`src/rtl/video_pkg.sv`:
```
// Shared video timing types and defaults for the raster path.
package video_pkg;

  typedef enum logic [1:0] {Active, Front, Sync, Back} phase_e;

  localparam int unsigned WidthDef   = 100;
  localparam int unsigned HeightDef  = 72;
  localparam int unsigned CellPxDef  = 8;
  localparam int unsigned HActiveDef = 800;
  localparam int unsigned HFrontDef  = 40;
  localparam int unsigned HSyncDef   = 128;
  localparam int unsigned HBackDef   = 88;
  localparam int unsigned VActiveDef = 600;
  localparam int unsigned VFrontDef  = 1;
  localparam int unsigned VSyncDef   = 4;
  localparam int unsigned VBackDef   = 23;

  function automatic int unsigned axis_total(int unsigned active, int unsigned front,
                                             int unsigned sync, int unsigned back);
    return active + front + sync + back;
  endfunction

  function automatic int unsigned h_total(int unsigned active, int unsigned front,
                                          int unsigned sync, int unsigned back);
    return axis_total(active, front, sync, back);
  endfunction

  function automatic int unsigned v_total(int unsigned active, int unsigned front,
                                          int unsigned sync, int unsigned back);
    return axis_total(active, front, sync, back);
  endfunction

endpackage

```
`src/rtl/sync_axis_counter.sv`:
```
// One timing axis: position counter, phase FSM, sync level and cell sub-counter.
module sync_axis_counter
  import video_pkg::*;
#(
  parameter int unsigned active_p   = 800,
  parameter int unsigned front_p    = 40,
  parameter int unsigned sync_p     = 128,
  parameter int unsigned back_p     = 88,
  parameter int unsigned cells_p    = 100,
  parameter int unsigned cell_px_p  = 8,
  parameter bit          sync_pol_p = 1'b1,
  parameter int unsigned pos_w_p    = 11,
  parameter int unsigned cell_w_p   = 7
) (
  input  logic                clk_i,
  input  logic                reset_i,
  input  logic                step_i,
  input  logic [pos_w_p-1:0]  total_i,
  output logic [pos_w_p-1:0]  pos_o,
  output phase_e              phase_o,
  output logic                wrap_o,
  output logic                sync_o,
  output logic [cell_w_p-1:0] cell_o,
  output logic                in_grid_o
);

  localparam int unsigned PxW    = (cell_px_p > 1) ? $clog2(cell_px_p) : 1;
  localparam int unsigned GridPx = cells_p * cell_px_p;

  localparam logic [pos_w_p-1:0]  ActLast   = pos_w_p'(active_p - 1);
  localparam logic [pos_w_p-1:0]  FrontLast = pos_w_p'(active_p + front_p - 1);
  localparam logic [pos_w_p-1:0]  SyncLast  = pos_w_p'(active_p + front_p + sync_p - 1);
  localparam logic [PxW-1:0]      PxLast    = PxW'(cell_px_p - 1);
  localparam logic [cell_w_p-1:0] CellLast  = cell_w_p'(cells_p - 1);

  logic [pos_w_p-1:0]  pos_q, pos_d;
  logic [PxW-1:0]      px_q, px_d;
  logic [cell_w_p-1:0] cell_q, cell_d;
  phase_e              phase_q, phase_d;
  logic                wrap;

  assign wrap = (pos_q == total_i - pos_w_p'(1));

  always_comb begin
    phase_d = phase_q;
    if (step_i) begin
      unique case (phase_q)
        Active:  if (pos_q == ActLast)   phase_d = Front;
        Front:   if (pos_q == FrontLast) phase_d = Sync;
        Sync:    if (pos_q == SyncLast)  phase_d = Back;
        Back:    if (wrap)               phase_d = Active;
        default:                         phase_d = Active;
      endcase
    end
  end

  // The cell index saturates past the grid edge and only restarts at position 0.
  always_comb begin
    pos_d  = pos_q;
    px_d   = px_q;
    cell_d = cell_q;
    if (step_i) begin
      if (wrap) begin
        pos_d  = '0;
        px_d   = '0;
        cell_d = '0;
      end else begin
        pos_d = pos_q + pos_w_p'(1);
        if (px_q == PxLast) begin
          px_d = '0;
          if (cell_q != CellLast) cell_d = cell_q + cell_w_p'(1);
        end else begin
          px_d = px_q + PxW'(1);
        end
      end
    end
  end

  always_ff @(posedge clk_i or posedge reset_i) begin
    if (reset_i) begin
      pos_q   <= '0;
      px_q    <= '0;
      cell_q  <= '0;
      phase_q <= Active;
    end else begin
      pos_q   <= pos_d;
      px_q    <= px_d;
      cell_q  <= cell_d;
      phase_q <= phase_d;
    end
  end

  assign pos_o     = pos_q;
  assign phase_o   = phase_q;
  assign wrap_o    = wrap;
  assign cell_o    = cell_q;
  assign sync_o    = (phase_q == Sync) ? sync_pol_p : ~sync_pol_p;
  assign in_grid_o = (phase_q == Active) && (32'(pos_q) < GridPx);

endmodule

```
`src/rtl/raster_scanner.sv`:
```
// Raster timing generator: walks the cell grid and registers colour and sync to the VGA pins.
module raster_scanner
  import video_pkg::*;
#(
  parameter int unsigned width_p    = WidthDef,
  parameter int unsigned height_p   = HeightDef,
  parameter int unsigned cell_px_p  = CellPxDef,
  parameter int unsigned h_active_p = HActiveDef,
  parameter int unsigned h_front_p  = HFrontDef,
  parameter int unsigned h_sync_p   = HSyncDef,
  parameter int unsigned h_back_p   = HBackDef,
  parameter int unsigned v_active_p = VActiveDef,
  parameter int unsigned v_front_p  = VFrontDef,
  parameter int unsigned v_sync_p   = VSyncDef,
  parameter int unsigned v_back_p   = VBackDef,
  parameter bit          sync_pol_p = 1'b1
) (
  input  logic                        clk_i,
  input  logic                        reset_i,
  input  logic                        en_i,
  output logic [$clog2(width_p)-1:0]  x_o,
  output logic [$clog2(height_p)-1:0] y_o,
  output logic                        coord_v_o,
  input  logic                        r_i,
  input  logic                        g_i,
  input  logic                        b_i,
  output logic                        r_o,
  output logic                        g_o,
  output logic                        b_o,
  output logic                        hsync_o,
  output logic                        vsync_o,
  output logic                        frame_o
);

  localparam int unsigned HTotal = h_total(h_active_p, h_front_p, h_sync_p, h_back_p);
  localparam int unsigned VTotal = v_total(v_active_p, v_front_p, v_sync_p, v_back_p);
  // One extra value so a power-of-two total still fits in total_i.
  localparam int unsigned HPosW  = $clog2(HTotal + 1);
  localparam int unsigned VPosW  = $clog2(VTotal + 1);
  localparam int unsigned XW     = $clog2(width_p);
  localparam int unsigned YW     = $clog2(height_p);

  logic [HPosW-1:0] h_pos;
  logic [VPosW-1:0] v_pos;
  phase_e           h_phase, v_phase;
  logic             h_wrap, v_wrap;
  logic             h_sync, v_sync;
  logic [XW-1:0]    h_cell;
  logic [YW-1:0]    v_cell;
  logic             h_in_grid, v_in_grid;
  logic             v_step;
  logic             coord_d, frame_d;
  logic             hsync_q, vsync_q;
  logic             unused_v_wrap;

  assign v_step        = en_i & h_wrap;
  assign unused_v_wrap = v_wrap;

  sync_axis_counter #(
    .active_p   (h_active_p),
    .front_p    (h_front_p),
    .sync_p     (h_sync_p),
    .back_p     (h_back_p),
    .cells_p    (width_p),
    .cell_px_p  (cell_px_p),
    .sync_pol_p (sync_pol_p),
    .pos_w_p    (HPosW),
    .cell_w_p   (XW)
  ) u_h_axis (
    .clk_i     (clk_i),
    .reset_i   (reset_i),
    .step_i    (en_i),
    .total_i   (HPosW'(HTotal)),
    .pos_o     (h_pos),
    .phase_o   (h_phase),
    .wrap_o    (h_wrap),
    .sync_o    (h_sync),
    .cell_o    (h_cell),
    .in_grid_o (h_in_grid)
  );

  sync_axis_counter #(
    .active_p   (v_active_p),
    .front_p    (v_front_p),
    .sync_p     (v_sync_p),
    .back_p     (v_back_p),
    .cells_p    (height_p),
    .cell_px_p  (cell_px_p),
    .sync_pol_p (sync_pol_p),
    .pos_w_p    (VPosW),
    .cell_w_p   (YW)
  ) u_v_axis (
    .clk_i     (clk_i),
    .reset_i   (reset_i),
    .step_i    (v_step),
    .total_i   (VPosW'(VTotal)),
    .pos_o     (v_pos),
    .phase_o   (v_phase),
    .wrap_o    (v_wrap),
    .sync_o    (v_sync),
    .cell_o    (v_cell),
    .in_grid_o (v_in_grid)
  );

  assign coord_d = (h_phase == Active) && (v_phase == Active) && h_in_grid && v_in_grid;
  assign frame_d = (h_pos == '0) && (v_pos == VPosW'(v_active_p));

  // Stage 1 presents the coordinate to the lookup; stage 2 captures colour with the delayed syncs.
  always_ff @(posedge clk_i or posedge reset_i) begin
    if (reset_i) begin
      x_o       <= '0;
      y_o       <= '0;
      coord_v_o <= 1'b0;
      frame_o   <= 1'b0;
      hsync_q   <= ~sync_pol_p;
      vsync_q   <= ~sync_pol_p;
      r_o       <= 1'b0;
      g_o       <= 1'b0;
      b_o       <= 1'b0;
      hsync_o   <= ~sync_pol_p;
      vsync_o   <= ~sync_pol_p;
    end else if (en_i) begin
      x_o       <= h_cell;
      y_o       <= v_cell;
      coord_v_o <= coord_d;
      frame_o   <= frame_d;
      hsync_q   <= h_sync;
      vsync_q   <= v_sync;
      r_o       <= coord_v_o & r_i;
      g_o       <= coord_v_o & g_i;
      b_o       <= coord_v_o & b_i;
      hsync_o   <= hsync_q;
      vsync_o   <= vsync_q;
    end
  end

endmodule

```
`config.mk`:
```
export PLATFORM = sky130hd
export DESIGN_NAME = raster_scanner
export DESIGN_NICKNAME = d
export VERILOG_FILES = /design/src/rtl/video_pkg.sv /design/src/rtl/sync_axis_counter.sv /design/src/rtl/raster_scanner.sv
export SDC_FILE = /design/constraint.sdc
export NUM_CORES = 1
export LEC_CHECK = 0
export ABC_AREA = 1
export BUFFER_PORTS_ARGS = -buffer_cell sky130_fd_sc_hd__buf_2
export CAP_MARGIN = 5
export CORE_ASPECT_RATIO = 1.25
export CORE_MARGIN = 4
export CORE_UTILIZATION = 60
export CTS_CLUSTER_DIAMETER = 150
export CTS_CLUSTER_SIZE = 16
export DETAILED_ROUTE_END_ITERATION = 16
export HOLD_SLACK_MARGIN = 0.02
export PLACE_DENSITY_LB_ADDON = 0.05
export RECOVER_POWER = 100
export SYNTH_ARGS = -nofsm -noshare
export SYNTH_HDL_FRONTEND = slang
export SYNTH_SLANG_ARGS = --single-unit
```
`constraint.sdc`:
```
create_clock -name clk_i -period 2.05 [get_ports clk_i]
set_input_delay 0.1025 -clock clk_i [delete_from_list [all_inputs] [get_ports clk_i]]
set_output_delay 0.1025 -clock clk_i [all_outputs]
set_load 0.01 [all_outputs]
```
After elaboration in Yosys (flattened, before gate mapping)
Index checks and enable logic that the tools add are counted.
{"block": "word_totals", "regBits": 68, "in_bits": 6, "output_inout_bits": 21, "word_cells": 98}
{"block": "op_classes", "add_sub_neg": 6, "n_lt_le_gt_ge": 2, "eq_ne": 26, "n_mux": 24, "n_bitwise": 4, "reduce_logical": 17}
{"op": "7-bit 2-to-1 mux", "count": 6}
{"op": "10-bit == test (second input constant)", "count": 4}
{"op": "11-bit by 10-bit == test with 1-bit output (second input constant)", "count": 3}
{"op": "2-bit 2-to-1 mux", "count": 8}
{"op": "2-bit one-hot mux with 4 select lines", "count": 2}
{"op": "7-bit by 1-bit adder with 7-bit output (second input constant)", "count": 2}
{"op": "7-bit inequality test (second input constant)", "count": 2}
{"op": "3-bit 2-to-1 mux", "count": 4}
{"op": "2-bit by 1-bit inequality test with 1-bit output (second input constant)", "count": 6}
{"op": "11-bit by 1-bit adder with 11-bit output (second input constant)", "count": 1}
{"op": "11-bit == test (second input constant)", "count": 1}
{"op": "11-bit logical NOT", "count": 1}
{"op": "11-bit by 10-bit less-than comparator with 1-bit output (second input constant)", "count": 1}
{"op": "11-bit 2-to-1 mux", "count": 1}
{"op": "10-bit by 1-bit adder with 10-bit output (second input constant)", "count": 1}
{"op": "10-bit less-than comparator (second input constant)", "count": 1}
{"op": "10-bit 2-to-1 mux", "count": 1}
{"op": "5-bit AND reduction", "count": 2}
{"op": "2-bit == test (second input constant)", "count": 4}
{"op": "2-bit nonzero test", "count": 4}
{"op": "3-bit by 1-bit adder with 3-bit output (second input constant)", "count": 2}
{"op": "3-bit == test (second input constant)", "count": 2}
{"op": "1-bit logical AND", "count": 6}
{"op": "3-bit AND reduction", "count": 2}
{"op": "5 further kinds", "count": 12}

Logic depth before layout (Yosys ltp)
Gate-level depths: netlist of run 1.
{"block": "logic_depth", "depth_word": 4, "mapped_depth": 11, "depth_no_buf": 11}

By module
A second synthesis of run 1 with hierarchy kept.
{"block": "unflattened", "hier_cells": 664, "area_unflattened_um2": 4670.7}
{"mod": "sync_axis_counter (u_h_axis)", "instances": 1, "cells_per_inst": 271, "area_each_um2": 1878.1, "seq_area_each_um2": 575.6}
{"mod": "sync_axis_counter (u_v_axis)", "instances": 1, "cells_per_inst": 267, "area_each_um2": 1814.2, "seq_area_each_um2": 550.5}
{"mod": "raster_scanner", "instances": 1, "cells_per_inst": 126, "area_each_um2": 978.4, "seq_area_each_um2": 575.6}

Worst setup path after synthesis of run 1
OpenSTA, ideal clock, no wires.
{"block": "synth_path", "kind": "register to register", "startpoint": "register u_h_axis.pos_q[0] (netlist: u_h_axis.pos_o[0])", "endpoint": "register u_v_axis.pos_q[8] (netlist: u_v_axis.pos_o[8])", "setup_ps": 126, "arrival_ps": 1310, "t_required_ps": 1924, "slack_ps": 615, "stages_incl_launch_ff": 9, "n_path_buf": 1, "synth_period_minus_slack_ps": 1435, "path_cell_list": "dfrtp_1 > ha_1 > nand2_2 > nor2_4 > nand3_4 > nor2_4 > buf_6 > nand3_1 > xor2_1"}
{"block": "synth_via", "elab_chain_cells": 2}
{"element": "start: declaration", "line_no": "sync_axis_counter.sv:36", "rtl": "logic [pos_w_p-1:0] pos_q, pos_d;"}
{"element": "start signal: assignment", "line_no": "sync_axis_counter.sv:86", "rtl": "pos_q <= pos_d;"}
{"element": "11-bit == test", "line_no": "sync_axis_counter.sv:42", "rtl": "assign wrap = (pos_q == total_i - pos_w_p'(1));"}
{"element": "1-bit AND", "line_no": "raster_scanner.sv:56", "rtl": "assign v_step = en_i & h_wrap;"}
{"element": "end signal: assignment", "line_no": "sync_axis_counter.sv:86"}
{"element": "end: declaration", "line_no": "sync_axis_counter.sv:36"}
Every way passes these cells.
A chain may end at the register's enable or synchronous reset.

Worst setup path in the final report of run 1
{"block": "layout_path", "startpoint": "register u_h_axis.pos_q[0] (netlist: u_h_axis.pos_o[0])", "endpoint": "register u_v_axis.cell_q[6] (netlist: u_v_axis.cell_o[6])"}
{"block": "layout_via", "elab_chain_cells": 3}
{"element": "11-bit == test", "line_no": "sync_axis_counter.sv:42"}
{"element": "1-bit AND", "line_no": "raster_scanner.sv:56"}
{"element": "3-bit AND reduction (no source line)"}
{"element": "end signal: assignment", "line_no": "sync_axis_counter.sv:88", "rtl": "cell_q <= cell_d;"}
{"element": "end: declaration", "line_no": "sync_axis_counter.sv:38", "rtl": "logic [cell_w_p-1:0] cell_q, cell_d;"}
Every way passes these cells.

==> results of run 1 <==
-- worst min path at each step --
stage,startpoint,end,slack (ns),cells after the start
finish,en_i,hsync_o,0.41,3
global route,en_i,x_o[6],0.48,3
global placement,reset_i,frame_o,0.20,3
detailed placement,reset_i,u_h_axis.pos_o[8],0.21,3
floorplan,b_i,b_o,0.24,2
CTS,en_i,hsync_o,0.18,3
-- per-stage QoR --
stage | worst slack, ns | cells | utilization [%]
after CTS | 0.289 | 580 | 70.7
final | 0.277 | 580 | 69.9
after detailed placement | 0.307 | 562 | 66.4
after global routing | 0.0605 | 580 | 69.9
after global placement | 0.392 | 562 | 66.4
after floorplan | 0.236 | 460 | -
-- area by class of cell --
class                      count  area (um^2)
timing repair buffer          34          173
multi-input combinational    327         1700
tap                           82          103
clock buffer                  13          179
inverter                      55          206
clock inverter                 1         30.0
sequential                    68         1700
fill                         496         1760
-- what timing repair did --
action / in CTS / in global routing
gates resized for setup: 0 / 0
hold endpoints to repair: 71 / 0
setup buffers: 0 / 0
hold buffers: 4 / 0
-- cell families after synthesis --
group / count (synthesis) / share of synthesized area [%]
AND/OR/NAND/NOR: 249 / 30.5
flip-flops: 68 / 46.3
buffers and inverters: 65 / 7.19
AO/OA/AOI/OAI: 49 / 6.99
adder cells (fa/ha/maj): 20 / 6.81
XOR/XNOR: 9 / 2.15
-- registers in the layout, indices dropped and copies added (netlist names), 2 cells and up --
signal	count
u_v_axis.phase_o	2
u_v_axis.cell_o	7
u_v_axis.px_q	3
u_h_axis.cell_o	7
y_o	7
u_h_axis.phase_o	2
u_h_axis.pos_o	11
u_v_axis.pos_o	10
u_h_axis.px_q	3
x_o	7
-- report_power, final --
part           internal (uW)  switching, uW  leakage, uW
logic                    313            563      0.00108
clock network            682            475     0.000108
registers               1590            192     0.000852
total                   2590           1230      0.00204
-- synthesized netlist by cell type, drive strengths merged --
cell type / n / share of area, %
a21oi: 4 / 0.55
a31oi: 1 / 0.17
and3: 1 / 0.17
buf: 6 / 1.2
clkbuf: 4 / 0.41
clkinv: 1 / 0.10
dfrtp: 68 / 46
ha: 20 / 6.8
inv: 54 / 5.5
nand2: 134 / 14
nand3: 38 / 5.8
nand3b: 3 / 0.61
nand4: 12 / 2.0
nor2: 47 / 5.6
nor3: 8 / 1.2
nor3b: 2 / 0.41
o21ai: 41 / 5.6
o21bai: 1 / 0.31
o22ai: 1 / 0.17
o31ai: 1 / 0.20
or2: 4 / 0.68
xnor2: 1 / 0.24
xor2: 8 / 1.9
-- worst max-delay path: stages, from the launching register on --
cell	delay (ns)
dfrtp_1	0.37
ha_1	0.20
nand2_2	0.09
inv_1	0.10
nand2_1	0.05
nor2_1	0.15
nand3_2	0.29
a21oi_1	0.30
nand3b_1	0.10
nand2_1	0.06
-- metal layers --
metal	GRT usage [%]	vias to the layer above	share of wire (%)
li1	-	1537	-
met1	28.7	1376	46
met2	36.7	64	47
met3	3.02	18	3.6
met4	12.7	0	3.0
met5	0	-	0
==> impl_metrics.yaml, run 1 <==
placed_design:
  post_dp_cell_area_mm2: 0.00389
  gp_congestion: 0.883
  dp_hpwl_um: 5270
  port_buffers: 26
drt:
  drtIter0Drc: 156
  vias: 2995
  avgViaCountPerCell: 5.16
  drc: 0
  routed_wl_um: 7400
  ant_nets: 0
  routedWlPerCell_um: 12.8
  dr.pass1.iters: 5
critical_path:
  r2r_slack_ns: 0.28
  critPathLaunchType: "flip-flop"
  arrival_ns: 2.05
  end_kind: "flip-flop"
  r2r_end: "u_v_axis.cell_o[6]"
  crit_type: "reg2reg"
  crit_path_max_fanout: 16
  cp.required_ns: 2.32
  r2r_start: "u_h_axis.pos_o[0]"
  startpoint: "u_h_axis.pos_o[0]"
  crit_end: "u_v_axis.cell_o[6]"
  r2r_cells: 9
clock_tree:
  clk_path_buf_depth: 2
  path_clk_slew_ns: 0.08
  cts_made_buffers: 9
  cts_root_buffer: "clkbuf_8"
  cts_tree: "yes"
  insertion_delay_ns: 0.34
  cts_max_level: 3
  cts_num_sinks: 68
cells_and_area:
  fin_nets: 521
  layout_commonest_cell: "nand2_1"
  fin_area_mm2: 0.00410
  drive_above_1_share_pct: 7.83
  diodes: 0
  syn2layout_area_growth_pct: 11.6
  final_cell_mix: "nand2_1, dfrtp_1, inv_1"
sta:
  fmax_ghz: 0.564
  hold_slack_ns: 0.413
  max_slew_margin_pct: 33.6
  fin_crit_ns: 1.77
  rsz0062_at_grt: "false"
  period_share_pct: 86.5
  slew_violations: 0
  setup_tns_ns: 0
  hold_violations: 0
  setup_viol: 0
  fin_skew_ns: 0.0144
  tightest_slew_ns: 0.995
power_and_ir_drop:
  finalPower_uw: 3810
  worst_ir_drop_vdd_uv: 768
  power_leakage_uw: 0.00204
  power.density_mw_per_mm2: 931
die:
  die_x_um: 78.0
  rows: 31
  core_area_mm2: 0.00586
  die_height_um: 95.5
  num_io_pins: 27
  dieArea_mm2: 0.00744
  initial_core_util_pct: 62.7
global_route:
  grt_usage_pct: 22.4
  grt_pass1_vias: 2931
  gr-total-overflow: 0
  grt_max_degree: 69
  grt_first_pass_wirelength_um: 13100
  antenna_found_initial: 0
logic_synthesis:
  syn_area_per_cell_um2: 7.98
  seq_area_frac_synth_pct: 46.3
  yosysUniqueCellTypes: 33
  syn_inst: 460
  syn_nets: 486
  yosys_register_bits: 68
  syn_area_mm2: 0.00367
  ys_warn_count: 0
outcome:
  status: "complete, no violations"
job:
  drv_cap: 0
worst_hold_path:
  min_path_type: "in2reg"
Power figures use the tool's default switching activity.
==> inputs of run 2 (changes only) <==
==> constraint.sdc (replaced) <==
create_clock -name clk_i -period 2.05 [get_ports clk_i]
set_input_delay 0.205 -clock clk_i [delete_from_list [all_inputs] [get_ports clk_i]]
set_output_delay 0.205 -clock clk_i [all_outputs]
set_load 0.01 [all_outputs]
==> impl_metrics.yaml, run 2 (synthesis results as in run 1) <==
outcome:
  status: "complete, no violations"
clock_tree:
  cts_tree: "yes"
  cts_made_buffers: 9
  postCtsSetupBuffers: 0
  cts_root_buffer: "clkbuf_8"
  cts_max_level: 3
  insertion_delay_ns: 0.33
  path_clk_slew_ns: 0.07
  cts_num_sinks: 68
  clk_path_buf_depth: 2
critical_path:
  critPathBufInv: 1
  crit_family: "simple AND/OR/NAND/NOR gates"
  r2r_cells: 9
  end_kind: "flip-flop"
  cp.required_ns: 2.27
  cp_common_cell: "nand2_1"
  slowest_stage: "dfrtp_1"
  r2r_slack_ns: 0.23
  arrival_ns: 2.04
  critPathLaunchType: "flip-flop"
  r2r_start: "u_h_axis.pos_o[0]"
  crit_type: "reg2reg"
  r2r_end: "u_v_axis.phase_o[0]"
  max_stage_delay_ns: 0.37
  crit_path_max_fanout: 20
  worstPathCellList: "ha_1 > nand2_1 > nor2_1 > nand3_4 > nor2_4 > buf_4 > nand2_4 > o21ai_0 > nand2_1"
job:
  drv_cap: 0
global_route:
  grt_max_degree: 51
  grt_usage_pct: 22.0
  grt_first_pass_wirelength_um: 13000
  gr-total-overflow: 0
  grt_pass1_vias: 2934
  antenna_found_initial: 0
placed_design:
  port_buffers: 26
  dp_hpwl_um: 5370
  gp_congestion: 0.893
  post_dp_cell_area_mm2: 0.00389
  dp.cells: 562
sta:
  hold_violations: 0
  max_slew_margin_pct: 32.4
  fin_crit_ns: 1.82
  setup_tns_ns: 0
  tightest_slew_ns: 1.01
  slew_violations: 0
  period_share_pct: 88.8
  setup_viol: 0
  fmax_ghz: 0.549
  rsz0062_at_grt: "false"
  fin_skew_ns: 0.00768
cells_and_area:
  fin_cells: 578
  multiInputGateArea_mm2: 0.00169
  fin_nets: 518
  utilization_pct: 68.7
  fillerInstances: 503
  fin_area_mm2: 0.00403
  diodes: 0
  final_cell_mix: "nand2_1, dfrtp_1, inv_1"
  seq_area_mm2: 0.00170
  drive_above_1_share_pct: 7.86
  layout_commonest_cell: "nand2_1"
  syn2layout_area_growth_pct: 9.64
  largest_reg_flops: 11
worst_hold_path:
  min_path_type: "in2reg"
  min_from: "b_i"
  holdPathEnd: "b_o"
  worstHoldPathCells: 3
die:
  die_x_um: 78.0
  core_area_mm2: 0.00586
  initial_core_util_pct: 62.7
  dieArea_mm2: 0.00744
  num_io_pins: 27
  rows: 31
  die_height_um: 95.5
drt:
  drc: 0
  routedWlPerCell_um: 12.6
  ant_nets: 0
  routed_wl_um: 7310
  avgViaCountPerCell: 5.25
  drtIter0Drc: 174
  vias: 3036
  dr.pass1.iters: 4
power_and_ir_drop:
  power_leakage_uw: 0.00201
  worst_ir_drop_vdd_uv: 737
  power.density_mw_per_mm2: 915
## run 2: cell types whose count changed in the layout (fill, tap and decap cells not counted), sizes merged
cell         delta
buf             -1
clkinv          +4
dlygate4sd3     -3
clkbuf          -2
## run 2: layer usage
metal  GRT usage (%)  part of all wire (%)  vias up
li1                -                     -     1544
met1            27.0                    46     1407
met3            3.88                   3.4       16
met4            10.6                   2.2        0
met5               0                     0        -
met2            37.6                    49       69
## run 2: area by class of cell
cell class	instances	area share, %
timing repair buffer	31	3.48
clock buffer	10	3.17
tap	82	2.55
inverter	55	5.13
clock inverter	5	1.34
sequential	68	42.3
multi-input combinational	327	42.1
## run 2: worst register-to-register path, cell delays in order (launching register included)
cell	delay (ns)
dfrtp_1	0.37
ha_1	0.18
nand2_1	0.07
nor2_1	0.22
nand3_4	0.16
nor2_4	0.13
buf_4	0.26
nand2_4	0.08
o21ai_0	0.17
nand2_1	0.07
## run 2: per-stage QoR
step                total power, uW  setup WS [ns]  hold WS (ns)
floorplan                      2440          0.133         0.343
global placement               2670          0.386         0.215
detailed placement             2700          0.281         0.222
CTS                            3740          0.274        0.0852
global route                   3970         0.0651        0.0865
finish                         3680          0.230        0.0905
## run 2: power breakdown
group | total, uW | leakage, uW | internal, uW | switching, uW
Clock | 1040 | 0.0000959 | 551 | 485
Sequential | 1780 | 0.000852 | 1590 | 193
Combinational | 865 | 0.00106 | 307 | 558
Total | 3680 | 0.00201 | 2450 | 1240
## run 2: worst max path at each step
stage | from | to | cells past startpoint
floorplan | reset_i | b_o | 1
global placement | u_h_axis.pos_o[6] | u_v_axis.pos_o[8] | 8
detailed placement | u_h_axis.pos_o[0] | u_v_axis.cell_o[6] | 9
CTS | u_h_axis.pos_o[0] | u_v_axis.cell_o[6] | 9
global route | reset_i | coord_v_o | 4
finish | u_h_axis.pos_o[0] | u_v_axis.phase_o[0] | 9
## run 2: what timing repair did
| item | 4_1_cts | 5_1_grt |
|---|---|---|
| gates resized for setup | 0 | 0 |
| hold buffers | 1 | 0 |
| endpoints found under the hold margin | 18 | 0 |
==> inputs of run 3 (changes only) <==
Settings changed: CORE_UTILIZATION 60 to 65.
Clock period 2.05 ns to 2.1 ns, I/O delays scaled along.
==> impl_metrics.yaml, run 3 (synthesis results as in run 1) <==
outcome:
  status: "complete, no violations"
drt:
  drc: 0
  ant_nets: 0
  routedWlPerCell_um: 13.7
  drtIter0Drc: 221
  routed_wl_um: 7670
  avgViaCountPerCell: 5.47
  vias: 3066
  dr.pass1.iters: 6
sta:
  setup_viol: 0
  max_slew_margin_pct: 39.4
  hold_slack_ns: 0.0995
  tightest_slew_ns: 0.909
  fin_crit_ns: 1.83
  fmax_ghz: 0.547
  fin_ws_ns: 0.270
  period_share_pct: 87.1
  hold_violations: 0
  slew_violations: 0
  rsz0062_at_grt: "false"
  fin_skew_ns: 0.00643
  setup_tns_ns: 0
die:
  die_height_um: 92.0
  rows: 30
  die_x_um: 75.2
  core_area_mm2: 0.00544
  dieArea_mm2: 0.00692
  initial_core_util_pct: 67.5
  num_io_pins: 27
critical_path:
  end_kind: "flip-flop"
  critPathLaunchType: "flip-flop"
  crit_path_max_fanout: 20
  crit_type: "reg2reg"
  cp.required_ns: 2.37
  arrival_ns: 2.10
cells_and_area:
  fillerInstances: 403
  largest_reg_flops: 11
  layout_commonest_cell: "nand2_1"
  diodes: 0
  syn2layout_area_growth_pct: 9.64
  final_cell_mix: "nand2_1, dfrtp_1, inv_1"
  drive_above_1_share_pct: 7.04
  fin_nets: 518
clock_tree:
  hold_buffers: 1
  cts_root_buffer: "clkbuf_8"
  cts_tree: "yes"
  postCtsSetupBuffers: 0
  path_clk_slew_ns: 0.07
  cts_num_sinks: 68
  clk_path_buf_depth: 2
  post_cts_resized: 0
  cts_made_buffers: 9
  insertion_delay_ns: 0.35
  cts_max_level: 3
global_route:
  grt_max_degree: 69
  grt_pass1_vias: 3000
  antenna_found_initial: 0
  gr-total-overflow: 0
  grt_usage_pct: 24.9
  grt_first_pass_wirelength_um: 13400
job:
  drv_cap: 0
power_and_ir_drop:
  finalPower_uw: 3770
  power_leakage_uw: 0.00201
  power.density_mw_per_mm2: 937
  worst_ir_drop_vdd_uv: 619
placed_design:
  dp_hpwl_um: 5420
  dp_slack_ns: 0.353
  gp_congestion: 0.983
  port_buffers: 26
worst_hold_path:
  min_path_type: "in2reg"
-- run 3: where the power goes --
group | total (uW) | internal, uW | switching (uW)
Sequential | 1730 | 1550 | 183
Clock | 1180 | 668 | 512
Combinational | 856 | 303 | 553
-- run 3: worst paths after layout --
path,start,endpoint,slack (ns),cells after the start
min in group asynchronous,reset_i,u_v_axis.pos_o[8],0.69,4
setup reg to reg,u_h_axis.pos_o[0],u_v_axis.pos_o[0],0.27,8
setup / recovery,u_h_axis.pos_o[0],u_v_axis.pos_o[0],0.27,8
hold / removal,g_i,g_o,0.1,3
hold reg to reg,x_o[6],x_o[6],0.47,2
max in group asynchronous,reset_i,y_o[3],0.83,4
-- run 3: through the flow --
stage | area [um^2] | cells | util, %
floorplan | 3670 | 460 | -
global route | 4030 | 561 | 74.0
global placement | 3870 | 544 | 71.1
CTS | 4090 | 561 | 75.2
detailed placement | 3870 | 544 | 71.1
finish | 4030 | 561 | 74.0
-- run 3: final cells by class --
| cell class | instances | area (um^2) | share of cell area (%) |
|---|---|---|---|
| clock buffer | 10 | 128 | 3.17 |
| clock inverter | 6 | 88.8 | 2.21 |
| inverter | 55 | 206 | 5.13 |
| multi-input combinational | 327 | 1680 | 41.8 |
| sequential | 68 | 1700 | 42.3 |
| tap | 64 | 80.1 | 1.99 |
| timing repair buffer | 31 | 138 | 3.42 |
-- run 3: critical path: stages (launching register included) --
cell,delay (ns)
dfrtp_1,0.38
ha_1,0.18
nand2_1,0.08
nor2_1,0.20
nand3_4,0.15
nor2_1,0.18
buf_4,0.28
nand2_1,0.14
a21oi_1,0.17
-- run 3: layer usage --
layer,track usage [%],part of all wire (%)
met3,4.06,4.7
met2,40.8,49
met4,11.4,3.3
met1,31.5,43
met5,0,0
